$ cat src/rtl/dru_pkg.sv
// Shared definitions for the DRU lock controller: state encoding and input widths.
package dru_pkg;

    // Width of the DRU edge-position flag vector E[3:0].
    localparam int EDGE_W = 4;

    // Width of the DRU phase-select state.
    localparam int PHASE_W = 2;

    // Controller state, encoded exactly as reported on ctrl_state.
    typedef enum logic [1:0] {
        ST_RESET  = 2'd0,
        ST_ACQ    = 2'd1,
        ST_LOCKED = 2'd2,
        ST_FAIL   = 2'd3
    } ctrl_state_t;

    // True in the states where the DRU runs and windows are evaluated.
    function automatic logic state_running(input ctrl_state_t st);
        return (st == ST_ACQ) || (st == ST_LOCKED);
    endfunction

endpackage

$ cat src/rtl/dru_window_eval.sv
// Fixed-length window evaluator: counts edge cycles and phase slips over
// 2^WIN_LOG2 cycles and flags the last cycle of each window with its verdict.
module dru_window_eval
    import dru_pkg::*;
#(
    parameter int WIN_LOG2  = 8,
    parameter int MIN_EDGES = 16,
    parameter int MAX_SLIPS = 4
) (
    input  logic               clk,
    input  logic               areset,
    input  logic               clear,
    input  logic [EDGE_W-1:0]  edge_flags,
    input  logic [PHASE_W-1:0] dru_phase,
    output logic               win_end,
    output logic               win_good
);

    // Counters are one bit wider than the window index so they can hold 2^WIN_LOG2.
    localparam int CW = WIN_LOG2 + 1;
    localparam logic [CW-1:0] CNT_MAX = {1'b1, {WIN_LOG2{1'b0}}};
    localparam logic [CW-1:0] MIN_E   = CW'(MIN_EDGES);
    localparam logic [CW-1:0] MAX_S   = CW'(MAX_SLIPS);

    logic [WIN_LOG2-1:0] win_cnt;
    logic [CW-1:0]       edge_cnt;
    logic [CW-1:0]       slip_cnt;
    logic [PHASE_W-1:0]  prev_phase;
    logic                is_edge;
    logic                is_slip;
    logic [CW-1:0]       edge_tot;
    logic [CW-1:0]       slip_tot;

    // Saturating increment, capped at the window length.
    function automatic logic [CW-1:0] sat_inc(input logic [CW-1:0] cnt, input logic inc);
        if (inc && (cnt != CNT_MAX)) begin
            return cnt + 1'b1;
        end
        return cnt;
    endfunction

    assign is_edge  = |edge_flags;
    assign is_slip  = (dru_phase != prev_phase);
    assign edge_tot = sat_inc(edge_cnt, is_edge);
    assign slip_tot = sat_inc(slip_cnt, is_slip);
    assign win_end  = &win_cnt;
    // Verdict includes the flags of the last window cycle itself.
    assign win_good = (edge_tot >= MIN_E) && (slip_tot <= MAX_S);

    // Window index, per-window tallies and previous phase; while cleared the
    // previous phase keeps tracking the DRU so entering ACQ sees no false slip.
    always_ff @(posedge clk or posedge areset) begin
        if (areset) begin
            win_cnt    <= '0;
            edge_cnt   <= '0;
            slip_cnt   <= '0;
            prev_phase <= '0;
        end else if (clear) begin
            win_cnt    <= '0;
            edge_cnt   <= '0;
            slip_cnt   <= '0;
            prev_phase <= dru_phase;
        end else begin
            win_cnt    <= win_cnt + 1'b1;
            prev_phase <= dru_phase;
            if (win_end) begin
                edge_cnt <= '0;
                slip_cnt <= '0;
            end else begin
                edge_cnt <= edge_tot;
                slip_cnt <= slip_tot;
            end
        end
    end

endmodule

$ cat src/rtl/dru_lock_ctrl.sv
// Lock controller for the oversampling DRU: holds it in reset, acquires lock
// over evaluation windows, detects loss of lock and retries a bounded number of times.
module dru_lock_ctrl
    import dru_pkg::*;
#(
    parameter int RST_CYCLES   = 16,
    parameter int WIN_LOG2     = 8,
    parameter int MIN_EDGES    = 16,
    parameter int MAX_SLIPS    = 4,
    parameter int LOCK_WINDOWS = 4,
    parameter int LOSS_WINDOWS = 2,
    parameter int ACQ_TIMEOUT  = 16,
    parameter int MAX_RETRIES  = 7
) (
    input  logic               clk,
    input  logic               areset,
    input  logic               restart,
    input  logic [EDGE_W-1:0]  edge_flags,
    input  logic [PHASE_W-1:0] dru_phase,
    output logic               dru_aresetn,
    output logic               locked,
    output logic               lock_lost,
    output logic               fail,
    output logic [2:0]         retry_cnt,
    output logic [1:0]         ctrl_state
);

    localparam int RCW = (RST_CYCLES > 1) ? $clog2(RST_CYCLES) : 1;
    localparam int GCW = $clog2(LOCK_WINDOWS + 1);
    localparam int BCW = $clog2(LOSS_WINDOWS + 1);
    localparam int TCW = $clog2(ACQ_TIMEOUT + 1);

    localparam logic [RCW-1:0] RST_LAST  = RCW'(RST_CYCLES - 1);
    localparam logic [GCW-1:0] LOCK_N    = GCW'(LOCK_WINDOWS);
    localparam logic [BCW-1:0] LOSS_N    = BCW'(LOSS_WINDOWS);
    localparam logic [TCW-1:0] TMO_N     = TCW'(ACQ_TIMEOUT);
    localparam logic [2:0]     RETRY_MAX = 3'(MAX_RETRIES);

    ctrl_state_t    state_q, state_d;
    logic [RCW-1:0] rst_cnt_q, rst_cnt_d;
    logic [GCW-1:0] good_cnt_q, good_cnt_d;
    logic [BCW-1:0] bad_cnt_q, bad_cnt_d;
    logic [TCW-1:0] acq_win_q, acq_win_d;
    logic [2:0]     retry_q, retry_d;
    logic           lost_d;
    logic           win_end;
    logic           win_good;
    logic           win_clear;

    // The evaluator is held clear whenever the DRU is not running, and also on
    // the restart edge so no stale tally survives an abort.
    assign win_clear = restart || !state_running(state_q);

    dru_window_eval #(
        .WIN_LOG2  (WIN_LOG2),
        .MIN_EDGES (MIN_EDGES),
        .MAX_SLIPS (MAX_SLIPS)
    ) u_window_eval (
        .clk        (clk),
        .areset     (areset),
        .clear      (win_clear),
        .edge_flags (edge_flags),
        .dru_phase  (dru_phase),
        .win_end    (win_end),
        .win_good   (win_good)
    );

    // Next-state and counter updates; restart outranks any window verdict.
    always_comb begin
        state_d    = state_q;
        rst_cnt_d  = rst_cnt_q;
        good_cnt_d = good_cnt_q;
        bad_cnt_d  = bad_cnt_q;
        acq_win_d  = acq_win_q;
        retry_d    = retry_q;
        lost_d     = 1'b0;

        if (restart) begin
            state_d    = ST_RESET;
            rst_cnt_d  = '0;
            good_cnt_d = '0;
            bad_cnt_d  = '0;
            acq_win_d  = '0;
            retry_d    = '0;
        end else begin
            case (state_q)
                ST_RESET: begin
                    good_cnt_d = '0;
                    bad_cnt_d  = '0;
                    acq_win_d  = '0;
                    if (rst_cnt_q == RST_LAST) begin
                        state_d   = ST_ACQ;
                        rst_cnt_d = '0;
                    end else begin
                        rst_cnt_d = rst_cnt_q + 1'b1;
                    end
                end
                ST_ACQ: begin
                    if (win_end) begin
                        good_cnt_d = win_good ? (good_cnt_q + 1'b1) : '0;
                        acq_win_d  = acq_win_q + 1'b1;
                        if (good_cnt_d == LOCK_N) begin
                            state_d    = ST_LOCKED;
                            retry_d    = '0;
                            good_cnt_d = '0;
                            bad_cnt_d  = '0;
                            acq_win_d  = '0;
                        end else if (acq_win_d == TMO_N) begin
                            retry_d    = retry_q + 1'b1;
                            good_cnt_d = '0;
                            acq_win_d  = '0;
                            state_d    = (retry_d == RETRY_MAX) ? ST_FAIL : ST_RESET;
                        end
                    end
                end
                ST_LOCKED: begin
                    if (win_end) begin
                        bad_cnt_d = win_good ? '0 : (bad_cnt_q + 1'b1);
                        if (bad_cnt_d == LOSS_N) begin
                            state_d   = ST_RESET;
                            lost_d    = 1'b1;
                            bad_cnt_d = '0;
                        end
                    end
                end
                ST_FAIL: begin
                    state_d = ST_FAIL;
                end
                default: begin
                    state_d = ST_RESET;
                end
            endcase
        end
    end

    // State, counters and registered outputs; outputs decode the next state so
    // they change on the same edge as ctrl_state.
    always_ff @(posedge clk or posedge areset) begin
        if (areset) begin
            state_q     <= ST_RESET;
            rst_cnt_q   <= '0;
            good_cnt_q  <= '0;
            bad_cnt_q   <= '0;
            acq_win_q   <= '0;
            retry_q     <= '0;
            dru_aresetn <= 1'b0;
            locked      <= 1'b0;
            lock_lost   <= 1'b0;
            fail        <= 1'b0;
        end else begin
            state_q     <= state_d;
            rst_cnt_q   <= rst_cnt_d;
            good_cnt_q  <= good_cnt_d;
            bad_cnt_q   <= bad_cnt_d;
            acq_win_q   <= acq_win_d;
            retry_q     <= retry_d;
            dru_aresetn <= state_running(state_d);
            locked      <= (state_d == ST_LOCKED);
            lock_lost   <= lost_d;
            fail        <= (state_d == ST_FAIL);
        end
    end

    assign retry_cnt  = retry_q;
    assign ctrl_state = state_q;

endmodule

$ cat config.mk
export PLATFORM = sky130hd
export DESIGN_NAME = dru_lock_ctrl
export DESIGN_NICKNAME = d
export VERILOG_FILES = /design/src/rtl/dru_pkg.sv /design/src/rtl/dru_window_eval.sv /design/src/rtl/dru_lock_ctrl.sv
export SDC_FILE = /design/constraint.sdc
export NUM_CORES = 1
export LEC_CHECK = 0
export ABC_CLOCK_PERIOD_IN_PS = 3050
export CELL_PAD_IN_SITES_DETAIL_PLACEMENT = 0
export CELL_PAD_IN_SITES_GLOBAL_PLACEMENT = 2
export CORE_MARGIN = 3
export CORE_UTILIZATION = 30
export CTS_CLUSTER_SIZE = 30
export DETAILED_ROUTE_END_ITERATION = 16
export GPL_TIMING_DRIVEN = 0
export PLACE_DENSITY_LB_ADDON = 0.1
export SYNTH_ARGS = -nofsm -noshare
export SYNTH_HDL_FRONTEND = slang
export SYNTH_SLANG_ARGS = --single-unit
$ cat constraint.sdc
create_clock -name clk -period 3.05 [get_ports clk]
set_input_delay 0.61 -clock clk [delete_from_list [all_inputs] [get_ports clk]]
set_output_delay 0.61 -clock clk [all_outputs]
set_load 0.05 [all_outputs]
# == Word level (Yosys, flattened, before mapping) ==
# Cells that the tools add are included.
# word_totals
reg_bits,51
out_inout_bits,9
word_cells,110
# op_classes
n_addsub,8
order_cmp,2
n_eq_ne,17
muxes,50
n_reduce_logical,19
# op_table
op,n
$mux 9,8
$mux 3,10
$mux 2,14
$mux 5,4
$add 9x1->9 const B,2
$ne 9x9->1 const B,2
$mux 4,3
$eq 2x2->1 const B,5
$pmux 5 s2,1
$ge 9x5->1 const B,1
$le 9x3->1 const B,1
$ne 3x2->1 const B,3
$add 8x1->8 const B,1
$mux 8,1
$pmux 2 s4,1
$reduce_and 8->1,1
$add 3x1->3 const B,2
$eq 3x3->1 const B,2
$mux 1,6
$pmux 2 s3,1
$pmux 3 s2,1
$reduce_bool 2->1,3
$reduce_bool 3->1,2
$add 5x1->5 const B,1
other kinds (15),20

# == Logic depth before layout (Yosys ltp) ==
# depth
word_depth,14
ltp_mapped,12

# == By module ==
# Synthesis repeated with hierarchy kept, for this count alone.
# hier_totals
hier_cells,301
area_unflattened_um2,2916.5
# by_module_without_submodules
module,instances,cells_per_inst,area_each_um2,seq_area_each_um2
dru_window_eval,1,159,1531.5,700.7
dru_lock_ctrl,1,142,1385.1,575.6

# == Worst setup path before layout ==
# No wires, ideal clock.
# synth_path
path_type,input port to flip-flop
start,input port edge_flags[1]
end,register dru_aresetn
setup_time_ns,0.063
arrival_ns,2.622
slack_ns,0.365
cell_stages,10
path_cell_list,o41ai_4 nor2_1 a32oi_1 o2111ai_2 or4_4 buf_6 a31oi_4 o41a_1 ha_1 inv_1
# synth_via
elab_chain_len,14
elab_cells_between_ends,19
classes_between,order compare (1); eq/ne (4); mux (10); reduce/logical (4)
# synth_rtl
item,line,text
start: declaration,dru_lock_ctrl.sv:18,"input logic [EDGE_W-1:0] edge_flags,"
$reduce_or 4->1 (*),dru_window_eval.sv:42,assign is_edge = |edge_flags;
$logic_and 1x1->1 (*),dru_window_eval.sv:36,if (inc && (cnt != CNT_MAX)) begin
$mux 1 (*),dru_window_eval.sv:36,
$mux 9 (*),dru_window_eval.sv:39,return cnt;
$ge 9x5->1 (*),dru_window_eval.sv:48,assign win_good = (edge_tot >= MIN_E) && (slip_tot <= MAX_S);
$logic_and 1x1->1 (*),dru_window_eval.sv:48,
$mux 3 or $mux 2 (tied branches),"dru_lock_ctrl.sv:100, dru_lock_ctrl.sv:118",
$eq 3x3->1 or $eq 2x2->1 (tied branches),"dru_lock_ctrl.sv:102, dru_lock_ctrl.sv:119",
"$mux 2, on equally long branches","dru_lock_ctrl.sv:102, dru_lock_ctrl.sv:119",
"$mux 2, on equally long branches","dru_lock_ctrl.sv:99, dru_lock_ctrl.sv:117",
$pmux 2 s4 (*),dru_lock_ctrl.sv:86,case (state_q)
$mux 2 (*),dru_lock_ctrl.sv:78,if (restart) begin
$eq 2x1->1 or $eq 2x2->1 (tied branches),dru_pkg.sv:20,return (st == ST_ACQ) || (st == ST_LOCKED);
$logic_or 1x1->1 (*),dru_pkg.sv:20,
end signal: assignment,dru_lock_ctrl.sv:157,dru_aresetn <= state_running(state_d);
end: declaration,dru_lock_ctrl.sv:20,"output logic dru_aresetn,"
# Every way passes the cells marked *; elsewhere a longest branch is shown, timed or not.
# A chain may end at the register's enable or synchronous reset.

# == Worst setup path after layout ==
# Same ends and word-level chain as after synthesis.

==> out/qor.csv <==
stage,metric,value,unit
pwr,pwr-share-seq,41.2,%
floorplanning,num_rows,36,
floorplanning,fp.dieH,107,um
routing,drc_errors,0,
setup_path,startpoint,edge_flags[1],
setup_path,critPathKind,input port to flop,
final_layout,final_nets,390,
final_layout,area_delta_synth_final,19.6,%
cts,cts_root_buffer,clkbuf_8,
setup_path,r2r_slack,200,ps
cts,cts_buffers,5,
setup_path,reg2reg_depth,12,
synth,yosysSeqAreaShare,41.7,%
timing,fin_crit,2900,ps
setup_path,arrival,3150,ps
timing,fin_crit_sh,95.1,%
routing,firstDrtPassIters,5,
cts,clk_pin_slew,100,ps
grt,antenna_found_initial,0,
setup_path,endpoint,dru_aresetn,
timing,finalMaxSlewViolations,0,
final_layout,num-fill-cells,997,
final_layout,layout.cells.non_filler,499,
floorplanning,io_pins,18,
pwr,intPower,1.18,mW
timing,tightestPinTransition,931,ps
routing,final_antenna_net_count,0,
timing,fmax,0.345,GHz
timing,rsz0062_at_grt,no,
synth,synthesis.nets,357,
pwr,leakagePower,1.47,nW
placed_design,gp_congestion,0.741,
final_layout,finish.utilization,37.1,%
setup_path,r2r-start,u_window_eval.slip_cnt[0],
timing,tns,0,ps
timing,setup_violations,0,
setup_path,path_max_fanout,10,
final_layout,final_cell_mix,"dfrtp_1, nor2_1, nand2_1, nand3_1, ha_1",
cts,numClockSinks,51,
synth,synth-seq-cells,51,
pwr,switching_power,0.766,mW
synth,synth_top_area_share,41.7,%
final_layout,drive_gt1_share,13.1,%
pwr,combinationalPowerShare,38.4,%
final_layout,design_area,3660,um2
final_layout,diodes,0,
floorplanning,dieArea,11400,um2
grt,grt_pass1_vias,2397,
cts,clk-insertion-delay-late,310,ps
job,maxCapViolations,0,
routing,wl_per_cell,13.8,um
routing,via_count,2387,
grt,grt_pass1_wl,11900,um
routing,post_drt_via_cell_ratio,4.78,
pwr,ir_drop,0.287,mV
placed_design,io_buffer_count,17,
final_layout,final_common_cell,dfrtp_1,
cts,clk_path_buf_depth,2,
setup_path,timing.rr.end,dru_aresetn,
pwr,p_clk_share,20.4,%
outcome,status,completed,
cts,h-tree-depth,2,
grt,grt_max_degree,36,
worst_hold_path,hp-class,flop to flop,
setup_path,cp-start-kind,input port,
routing,wl,6880,um
cts,cts_tree,built,
synth,avgSynthCellArea,9.21,um2
synth,yosysTopAreaCell,dfrtp_1,
grt,grt-ovfl-total,0,
synth,synth_edf_count,0,
grt,grt_usage,12.7,%
floorplanning,fp.dieW,107,um
setup_path,cp-end-kind,flop,
timing,relSlewSlack,37.4,%
synth,synthTopCellsByArea,"dfrtp_1, ha_1, nor2_1",
synth,synth_flop_cell,dfrtp_1,
routing,first_iter_violations,101,
synth,synth_warnings,0,
cts,hold_buffers,0,
setup_path,worstPathRequired,3300,ps
pwr,swShare,39.4,%
placed_design,dp.cells,483,
synth,synth.distinct_cells,58,
synth,ys_async_sr_fraction,100,%
timing,hold_viol,0,
floorplanning,coreArea,9860,um2
synth,netlist_instances,332,
placed_design,hpwl,4860,um
pwr,power.density,532,nW/um2
timing,clock_skew,6.91,ps
floorplanning,start_util,31.0,%
synth,syn_area,3060,um2
placed_design,placed_area,3410,um2
sequential cells by signal (all words and copies together), names as in the netlist:
signal	count
fail	1
u_window_eval.prev_phase	2
ctrl_state	2
locked	1
retry_cnt	3
u_window_eval.win_cnt	8
rst_cnt_q	4
u_window_eval.slip_cnt	9
dru_aresetn	1
u_window_eval.edge_cnt	9
acq_win_q	5
lock_lost	1
good_cnt_q	3
bad_cnt_q	2
logic make-up after synthesis:
logic type | count (synthesis) | share of synthesized area (%)
buffers and inverters | 26 | 3.76
muxes | 7 | 2.33
DFF | 51 | 41.7
adders and majority gates | 16 | 6.55
and+or+nand+nor | 148 | 24.0
xor gates and xnor gates | 25 | 7.16
AOI/OAI and AO/OA | 59 | 14.4
repair_timing:
item                                    in CTS  in global routing
buffers inserted                             3                  5
pin swaps                                    6                  8
resized for setup                           13                 10
endpoints found under the setup margin       4                  2
critical path: stages:
cell and delay, ps:
clkdlybuf4s50_1 530, o41ai_4 90, nor3_2 220, mux2i_1 260
o2111ai_2 170, or4_4 490, buf_8 180, a31oi_4 140
o41a_1 170, ha_1 230, inv_1 50
power groups by stage:
stage               Combinational, mW  Clock, mW  Sequential, mW
floorplan                       0.446          0           0.898
global placement                0.745          0           0.817
detailed placement              0.741          0           0.817
CTS                             0.746      0.418           0.804
global route                    0.834      0.448           0.816
finish                          0.746      0.396           0.802
layout make-up:
| class | count | area, um2 | share of cell area, % |
|---|---|---|---|
| multi-input cells | 255 | 1760 | 48.2 |
| flip-flops and latches | 51 | 1280 | 34.9 |
| repair buffers | 26 | 248 | 6.78 |
| well taps | 133 | 166 | 4.55 |
| clock buffers | 5 | 68.8 | 1.88 |
| inverters | 16 | 60.1 | 1.64 |
| plain buffers | 10 | 58.8 | 1.61 |
| clock inverters | 3 | 15.0 | 0.411 |
worst min-delay path by stage:
| stage | end | cells after the start | start |
|---|---|---|---|
| 3_5_place_dp | u_window_eval.win_cnt[0] | 1 | u_window_eval.win_cnt[0] |
| 5_1_grt | u_window_eval.prev_phase[0] | 1 | dru_phase[0] |
| 3_3_place_gp | u_window_eval.win_cnt[0] | 1 | u_window_eval.win_cnt[0] |
| 6_report | u_window_eval.win_cnt[0] | 1 | u_window_eval.win_cnt[0] |
| 4_1_cts | u_window_eval.win_cnt[0] | 1 | u_window_eval.win_cnt[0] |
| 2_1_floorplan | u_window_eval.win_cnt[0] | 1 | u_window_eval.win_cnt[0] |
per-stage QoR:
step	hold slack, ps	total power [mW]	setup WS, ps
6_report	470	1.94	151
5_1_grt	501	2.10	23.9
4_1_cts	478	1.97	3.15
3_5_place_dp	464	1.56	-687
3_3_place_gp	455	1.56	-737
2_1_floorplan	433	1.34	365
synth_stat cells (5+ instances only):
library cell	number
dfrtp_1	51
nor2_1	47
nand2_1	31
a21oi_1	16
ha_1	16
inv_1	16
nand3_1	16
xnor2_1	13
o21ai_0	12
xor2_1	12
nor3_1	10
mux2i_1	6
or3_1	6
clkbuf_1	5
nor2b_1	5
nor4_1	5
metal layers:
metal	vias up	track usage, %	share of wire (%)
met5	-	0	0
met4	0	3.01	0.86
met3	5	2.23	2.9
met2	30	19.5	45
met1	1121	18.7	52
li1	1231	-	-
No activity file was read; power rests on OpenSTA's default activity.
